## src/rtl/svm_axil_pkg.sv

```systemverilog
// Shared types and constants for the SVM AXI4-Lite master.
package svm_axil_pkg;

    // Transaction FSM states; a read's AR phase lives inside RDATA_WAIT.
    typedef enum logic [1:0] {
        IDLE       = 2'd0,
        WRITE      = 2'd1,
        WRESP      = 2'd2,
        RDATA_WAIT = 2'd3
    } axil_state_t;

    // AXI response codes passed back to the command side untouched.
    localparam logic [1:0] AXI_OKAY   = 2'b00;
    localparam logic [1:0] AXI_SLVERR = 2'b10;
    localparam logic [1:0] AXI_DECERR = 2'b11;

    // Unprivileged, secure, data access.
    localparam logic [2:0] AXI_PROT_DEFAULT = 3'b000;

endpackage

```

## src/rtl/svm_axil_master.sv

```systemverilog
// AXI4-Lite initiator: turns single-beat commands into complete AXI4-Lite
// write/read transactions, one at a time, and reports the result on a
// one-cycle response strobe. Every handshake-facing output is a flop.
module svm_axil_master
    import svm_axil_pkg::*;
#(
    parameter int ADDR_WIDTH = 4,
    parameter int DATA_WIDTH = 32
) (
    input  logic                    clk,
    input  logic                    rst,

    input  logic                    cmd_valid,
    output logic                    cmd_ready,
    input  logic                    cmd_write,
    input  logic [ADDR_WIDTH-1:0]   cmd_addr,
    input  logic [DATA_WIDTH-1:0]   cmd_wdata,

    output logic                    rsp_valid,
    output logic [1:0]              rsp_resp,
    output logic [DATA_WIDTH-1:0]   rsp_rdata,
    output logic                    busy,

    output logic [ADDR_WIDTH-1:0]   m_axi_awaddr,
    output logic [2:0]              m_axi_awprot,
    output logic                    m_axi_awvalid,
    input  logic                    m_axi_awready,

    output logic [DATA_WIDTH-1:0]   m_axi_wdata,
    output logic [DATA_WIDTH/8-1:0] m_axi_wstrb,
    output logic                    m_axi_wvalid,
    input  logic                    m_axi_wready,

    input  logic [1:0]              m_axi_bresp,
    input  logic                    m_axi_bvalid,
    output logic                    m_axi_bready,

    output logic [ADDR_WIDTH-1:0]   m_axi_araddr,
    output logic [2:0]              m_axi_arprot,
    output logic                    m_axi_arvalid,
    input  logic                    m_axi_arready,

    input  logic [DATA_WIDTH-1:0]   m_axi_rdata,
    input  logic [1:0]              m_axi_rresp,
    input  logic                    m_axi_rvalid,
    output logic                    m_axi_rready
);

    axil_state_t state, state_n;

    // AW and W may finish in different cycles; remember which one is done.
    logic aw_done, aw_done_n;
    logic w_done,  w_done_n;

    logic                  awvalid_n, wvalid_n, bready_n, arvalid_n, rready_n;
    logic [ADDR_WIDTH-1:0] awaddr_n, araddr_n;
    logic [DATA_WIDTH-1:0] wdata_n, rsp_rdata_n;
    logic [1:0]            rsp_resp_n;
    logic                  rsp_valid_n;

    logic accept, aw_hs, w_hs, b_hs, ar_hs, r_hs;

    // Full-word writes only, and a fixed protection attribute.
    assign m_axi_wstrb  = '1;
    assign m_axi_awprot = AXI_PROT_DEFAULT;
    assign m_axi_arprot = AXI_PROT_DEFAULT;

    // Handshakes are judged on the registered valids/readies.
    assign accept = cmd_valid && cmd_ready;
    assign aw_hs  = m_axi_awvalid && m_axi_awready;
    assign w_hs   = m_axi_wvalid  && m_axi_wready;
    assign b_hs   = m_axi_bvalid  && m_axi_bready;
    assign ar_hs  = m_axi_arvalid && m_axi_arready;
    assign r_hs   = m_axi_rvalid  && m_axi_rready;

    // Next-state and next-output decode; each field holds unless its phase moves it.
    always_comb begin
        state_n     = state;
        aw_done_n   = aw_done;
        w_done_n    = w_done;
        awvalid_n   = m_axi_awvalid;
        wvalid_n    = m_axi_wvalid;
        bready_n    = m_axi_bready;
        arvalid_n   = m_axi_arvalid;
        rready_n    = m_axi_rready;
        awaddr_n    = m_axi_awaddr;
        araddr_n    = m_axi_araddr;
        wdata_n     = m_axi_wdata;
        rsp_resp_n  = rsp_resp;
        rsp_rdata_n = rsp_rdata;
        rsp_valid_n = 1'b0;

        unique case (state)
            IDLE: begin
                if (accept) begin
                    if (cmd_write) begin
                        awaddr_n  = cmd_addr;
                        wdata_n   = cmd_wdata;
                        awvalid_n = 1'b1;
                        wvalid_n  = 1'b1;
                        aw_done_n = 1'b0;
                        w_done_n  = 1'b0;
                        state_n   = WRITE;
                    end else begin
                        araddr_n  = cmd_addr;
                        arvalid_n = 1'b1;
                        state_n   = RDATA_WAIT;
                    end
                end
            end

            WRITE: begin
                if (aw_hs) awvalid_n = 1'b0;
                if (w_hs)  wvalid_n  = 1'b0;
                aw_done_n = aw_done || aw_hs;
                w_done_n  = w_done  || w_hs;
                if (aw_done_n && w_done_n) begin
                    aw_done_n = 1'b0;
                    w_done_n  = 1'b0;
                    bready_n  = 1'b1;
                    state_n   = WRESP;
                end
            end

            WRESP: begin
                if (b_hs) begin
                    bready_n    = 1'b0;
                    rsp_resp_n  = m_axi_bresp;
                    rsp_rdata_n = '0;
                    rsp_valid_n = 1'b1;
                    state_n     = IDLE;
                end
            end

            RDATA_WAIT: begin
                // rready only goes up once AR is done, so R cannot complete first.
                if (ar_hs) begin
                    arvalid_n = 1'b0;
                    rready_n  = 1'b1;
                end
                if (r_hs) begin
                    rready_n    = 1'b0;
                    rsp_resp_n  = m_axi_rresp;
                    rsp_rdata_n = m_axi_rdata;
                    rsp_valid_n = 1'b1;
                    state_n     = IDLE;
                end
            end

            default: state_n = IDLE;
        endcase
    end

    // State and output registers; reset abandons any transaction in flight.
    always_ff @(posedge clk) begin
        if (rst) begin
            state         <= IDLE;
            aw_done       <= 1'b0;
            w_done        <= 1'b0;
            m_axi_awvalid <= 1'b0;
            m_axi_wvalid  <= 1'b0;
            m_axi_bready  <= 1'b0;
            m_axi_arvalid <= 1'b0;
            m_axi_rready  <= 1'b0;
            m_axi_awaddr  <= '0;
            m_axi_araddr  <= '0;
            m_axi_wdata   <= '0;
            rsp_valid     <= 1'b0;
            rsp_resp      <= AXI_OKAY;
            rsp_rdata     <= '0;
            cmd_ready     <= 1'b1;
            busy          <= 1'b0;
        end else begin
            state         <= state_n;
            aw_done       <= aw_done_n;
            w_done        <= w_done_n;
            m_axi_awvalid <= awvalid_n;
            m_axi_wvalid  <= wvalid_n;
            m_axi_bready  <= bready_n;
            m_axi_arvalid <= arvalid_n;
            m_axi_rready  <= rready_n;
            m_axi_awaddr  <= awaddr_n;
            m_axi_araddr  <= araddr_n;
            m_axi_wdata   <= wdata_n;
            rsp_valid     <= rsp_valid_n;
            rsp_resp      <= rsp_resp_n;
            rsp_rdata     <= rsp_rdata_n;
            // Ready and busy follow the state being entered so they are flops too.
            cmd_ready     <= (state_n == IDLE);
            busy          <= (state_n != IDLE);
        end
    end

endmodule

```

## config.mk

```make
export PLATFORM = sky130hd
export DESIGN_NAME = svm_axil_master
export DESIGN_NICKNAME = d
export VERILOG_FILES = /design/src/rtl/svm_axil_pkg.sv /design/src/rtl/svm_axil_master.sv
export SDC_FILE = /design/constraint.sdc
export NUM_CORES = 1
export LEC_CHECK = 0
export CORE_MARGIN = 2
export CORE_UTILIZATION = 36
export CTS_BUF_LIST = sky130_fd_sc_hd__clkbuf_2 sky130_fd_sc_hd__clkbuf_4 sky130_fd_sc_hd__clkbuf_8
export CTS_CLUSTER_SIZE = 14
export DETAILED_ROUTE_END_ITERATION = 7
export GPL_TIMING_DRIVEN = 0
export PLACE_DENSITY = 0.79
export SYNTH_ARGS = -nofsm -noshare
export SYNTH_HDL_FRONTEND = slang
export SYNTH_SLANG_ARGS = --single-unit
```

## constraint.sdc

```tcl
create_clock -name clk -period 1.6 [get_ports clk]
set_clock_uncertainty 0.05 [all_clocks]
set_input_delay 0.16 -clock clk [delete_from_list [all_inputs] [get_ports clk]]
set_output_delay 0.16 -clock clk [all_outputs]
set_load 0.02 [all_outputs]
```

==> flow_results.org <==
** Clock tree
- Buffer depth of the longest clock path :: 2
- After clock tree synthesis, the setup repair step added 0 buffers.
- Sinks on the clock net :: 86
- Max H-tree Level :: 3
- Cell at the root of the clock tree :: clkbuf_8
- After clock tree synthesis, the flow added hold-fix buffers numbering 0.
- Clock latency on the worst-skew pair :: ~340 ps
- TritonCTS built the clock tree.
- Clock-pin slew was measured on the worst setup and hold paths at around 90 ps.
- Clock buffer count from CTS :: 9

** Power
- Relative contribution of combinational cells to total power :: 0.194
- Worst VDD drop :: 0.483 mV
- Power Dens Cells :: around 900 nW/um^2
- Of the total power, the share spent switching nets is 0.280.
- The share of total power dissipated in the clock network is 0.323.
- Internal power comes to 0.00340 W.
- Total net switching power :: between 0.001 and 0.0015 W
- Leakage power total :: between 1.5 and 2 nW
- The share of total power dissipated in sequential elements is 0.483.

** STA
- The number of hold violations in the final report came to 0.
- Timing would allow up to ~650 MHz.
- Period utilisation layout :: 0.957
- Min Hold Slack :: roughly 230 ps
- Min Tclk post-route :: about 1500 ps
- At the pin with the least slew margin, the transition time is approximately 500 ps.
- Summed over all failing endpoints, the final setup total negative slack is 0 ps.
- Setup violations remaining at the end of the flow were counted as 0.
- The count of pins over their slew limit was 0.
- Final setup margin :: between 60 and 70 ps
- Rel. slew slack :: 0.659

** Yosys
- Proportion of netlist area held by the largest area contributor :: 0.529
- Largest area contributor in the synthesized netlist :: dfxtp_1
- For this run, the number of Yosys warnings is 0.
- Summing every instance area after synthesis gives between 3000 and 4000 um^2.
- The netlist uses 28 different library cells.
- For this run, the register share of the synthesized area comes to 0.529.
- In this run the mean area of a mapped cell was between 9 and 10 um^2.
- Dominant cells by area after synthesis :: dfxtp_1 53%, a32o_1 9.8%, a21oi_1 7.4%
- Counting flops and latches in the post-synthesis netlist gives 86.
- The cell count after synthesis came out at 345.

** Floorplanning
- Floorplan die width :: around 100 um
- Row generation in the floorplan step produced 34 rows.
- I/O pin count :: 173
- Initial core utilization :: 0.372
- Die extent in y :: about 100 um
- In this run the standard cell core region covers between 8000 and 9000 um^2.
- The die covers 9820 um^2.

** Routing
- The first TritonRoute pass finished after 5 iterations.
- Final wirelength :: 10.2 mm
- For this run, design rule violations remaining after detail routing come to 0.
- The detailed router placed 3358 vias in this run.
- After detailed routing, the average wire length per cell comes to ~16 um.
- Starting DRC count in detailed routing :: approximately 100
- The count of nets left with antenna violations once routing finished came out at 0.
- Vias/cell :: ~5.3

** GRT
- Wire length of the first global-routing pass :: about 16 mm
- In the global route stage, overall resource usage came out at 0.200.
- The initial antenna violation count is 0.
- The via count of the first global-routing pass was 3256.
- Total congestion overflow :: 0
- Largest net degree at the start of global routing :: 16

** Critical path
- Crit end category :: flop
- Largest stage delay on the critical path :: about 380 ps
- In this run the worst setup path begins at state[0].
- STA puts the critical path data required time at between 1500 and 2000 ps.
- On the critical path, the stage with the largest delay is an instance of dfxtp_4.
- Walking the worst path, the cells encountered are nand3b_1, a21bo_1, buf_4, buf_6, a32o_1.
- Family with the most delay on the worst path :: compound AO/OA/AOI/OAI gates
- Buffer and inverter count on the worst path :: 2
- Data arrives at the worst endpoint at 1720 ps.
- Crit Path Max Fanout :: 10
- Setup CP Type :: flop to flop
- STA classifies the critical path startpoint as a flop.
- In this run the critical register-to-register path is launched from state[0].

** Final layout
- In the final layout, the share of cells above drive strength 1 is 0.0945.
- Number of inserted diodes :: 0
- Compared with the post-synthesis result, the final layout area differs by 62.2%.
- Layout net count :: between 600 and 700

** Flow run
- Max-cap violations in this run came to 0.

** Placed design
- Post-detailed-placement half-perimeter wirelength :: 7.62 mm
- Number of buffer cells added on primary ports :: between 150 and 200
- Final RePlAce weighted congestion :: 0.764
- Timing analysis after detailed placement gives a worst setup slack of -282 ps.

** Worst hold path
- The startpoint identified for the worst hold timing path is rst.
- Tightest Hold Check Type :: input pin to flop

** Run status
- The run finished with clean final reports.
[cell usage in the layout, fill, tap and decap left out, drive strengths merged]
master         count
bufinv             1
mux2i              2
nand3b             3
inv                5
clkbuf            35
nand2b             3
nand2              9
nor2b              2
or3                1
nand4bb            1
a21oi             48
clkinvlp           1
dfxtp             86
dlymetal6s2s       5
a41oi              2
buf               21
clkdlybuf4s50    154
and3b              1
nor4bb             1
dlygate4sd2        1
nor3b              1
o21ai             46
nand3             44
a32o              32
conb              10
nor2               2
a31oi              4
o211ai             2
a21bo              1
clkinv             4
a41o               1
[per-layer routing]
layer / vias to the layer above / wire [um] / track usage
met5: - / 0 / 0
met4: 0 / 76 / 0.0411
met3: 6 / 931 / 0.0724
met2: 153 / 4890 / 0.345
met1: 1585 / 4260 / 0.241
li1: 1614 / - / -
[path summary, 6_finish.rpt]
path | end | slack, ps | cells after the start
max | rsp_rdata[23] | 70 | 5
min | w_done | 230 | 4
max reg2reg | rsp_rdata[23] | 70 | 5
min reg2reg | rsp_resp[1] | 420 | 2
[cells by family (layout without fill, tap and decap cells)]
family | Yosys count | count (layout) | share of synthesized area
AO/OA/AOI/OAI | 136 | 136 | 0.267
buffers and inverters | 51 | 227 | 0.0826
flip-flops | 86 | 86 | 0.529
multiplexers | 2 | 2 | 0.00615
other | 2 | 10 | 0.00231
AND/OR/NAND/NOR | 68 | 68 | 0.113
[cell usage after synthesis]
master     instances
nand2_1            9
buf_4             11
dfxtp_1           86
nand3_1           43
or3_1              1
nor2b_1            2
nand3_2            1
o21ai_0           46
a31oi_1            4
a32o_1            32
a41o_1             1
mux2i_1            2
nand3b_1           3
buf_2             11
nor3b_2            1
nand2b_1           3
a21bo_1            1
buf_6              3
o211ai_1           2
nand4bb_1          1
clkbuf_1          22
nor4bb_1           1
nor2_1             2
and3b_1            1
a41oi_1            2
conb_1             2
inv_1              4
a21oi_1           48
[timing repair]
item                                    in CTS  in global routing
endpoints found under the setup margin      40                 77
resized for setup                            5                 18
pin swaps                                    0                  0
gates cloned                                 0                  0
[area by class of cell]
type | count | area, um^2
Clock buffer | 9 | 124
Sequential cell | 86 | 1730
Buffer | 47 | 270
Timing Repair Buffer | 160 | 1610
Tap cell | 108 | 135
Inverter | 4 | 15.0
Multi-Input combinational cell | 216 | 1320
Fill cell | 783 | 3480
Clock inverter | 7 | 73.8
[flip-flops by register name (all words and copies together) (netlist names), 2 cells and up]
name          count
m_axi_araddr      4
m_axi_awaddr      4
m_axi_wdata      32
rsp_rdata        32
rsp_resp          2
state             2
[power groups by stage]
stage          Sequential (W)  Clock, W  Combinational, W
6_report              0.00228   0.00153          0.000916
5_1_grt               0.00230   0.00168          0.000984
4_1_cts               0.00228   0.00156          0.000902
3_5_place_dp          0.00233         0          0.000887
3_3_place_gp          0.00232         0          0.000873
2_1_floorplan         0.00241         0          0.000336
[metrics by stage]
stage	util	area (um^2)	power, W	instances
final	0.603	5280	0.00473	637
after global routing	0.603	5280	0.00496	637
after CTS	0.598	5240	0.00474	637
after detailed placement	0.573	5020	0.00321	621
after global placement	0.573	5020	0.00320	621
after floorplan	-	3290	0.00275	353
[worst min-delay path: stages]
cell and delay, ps:
buf_2 220, nor2b_1 90, nand2_1 50, a21oi_1 50
No activity file was read; power rests on OpenSTA's default activity.
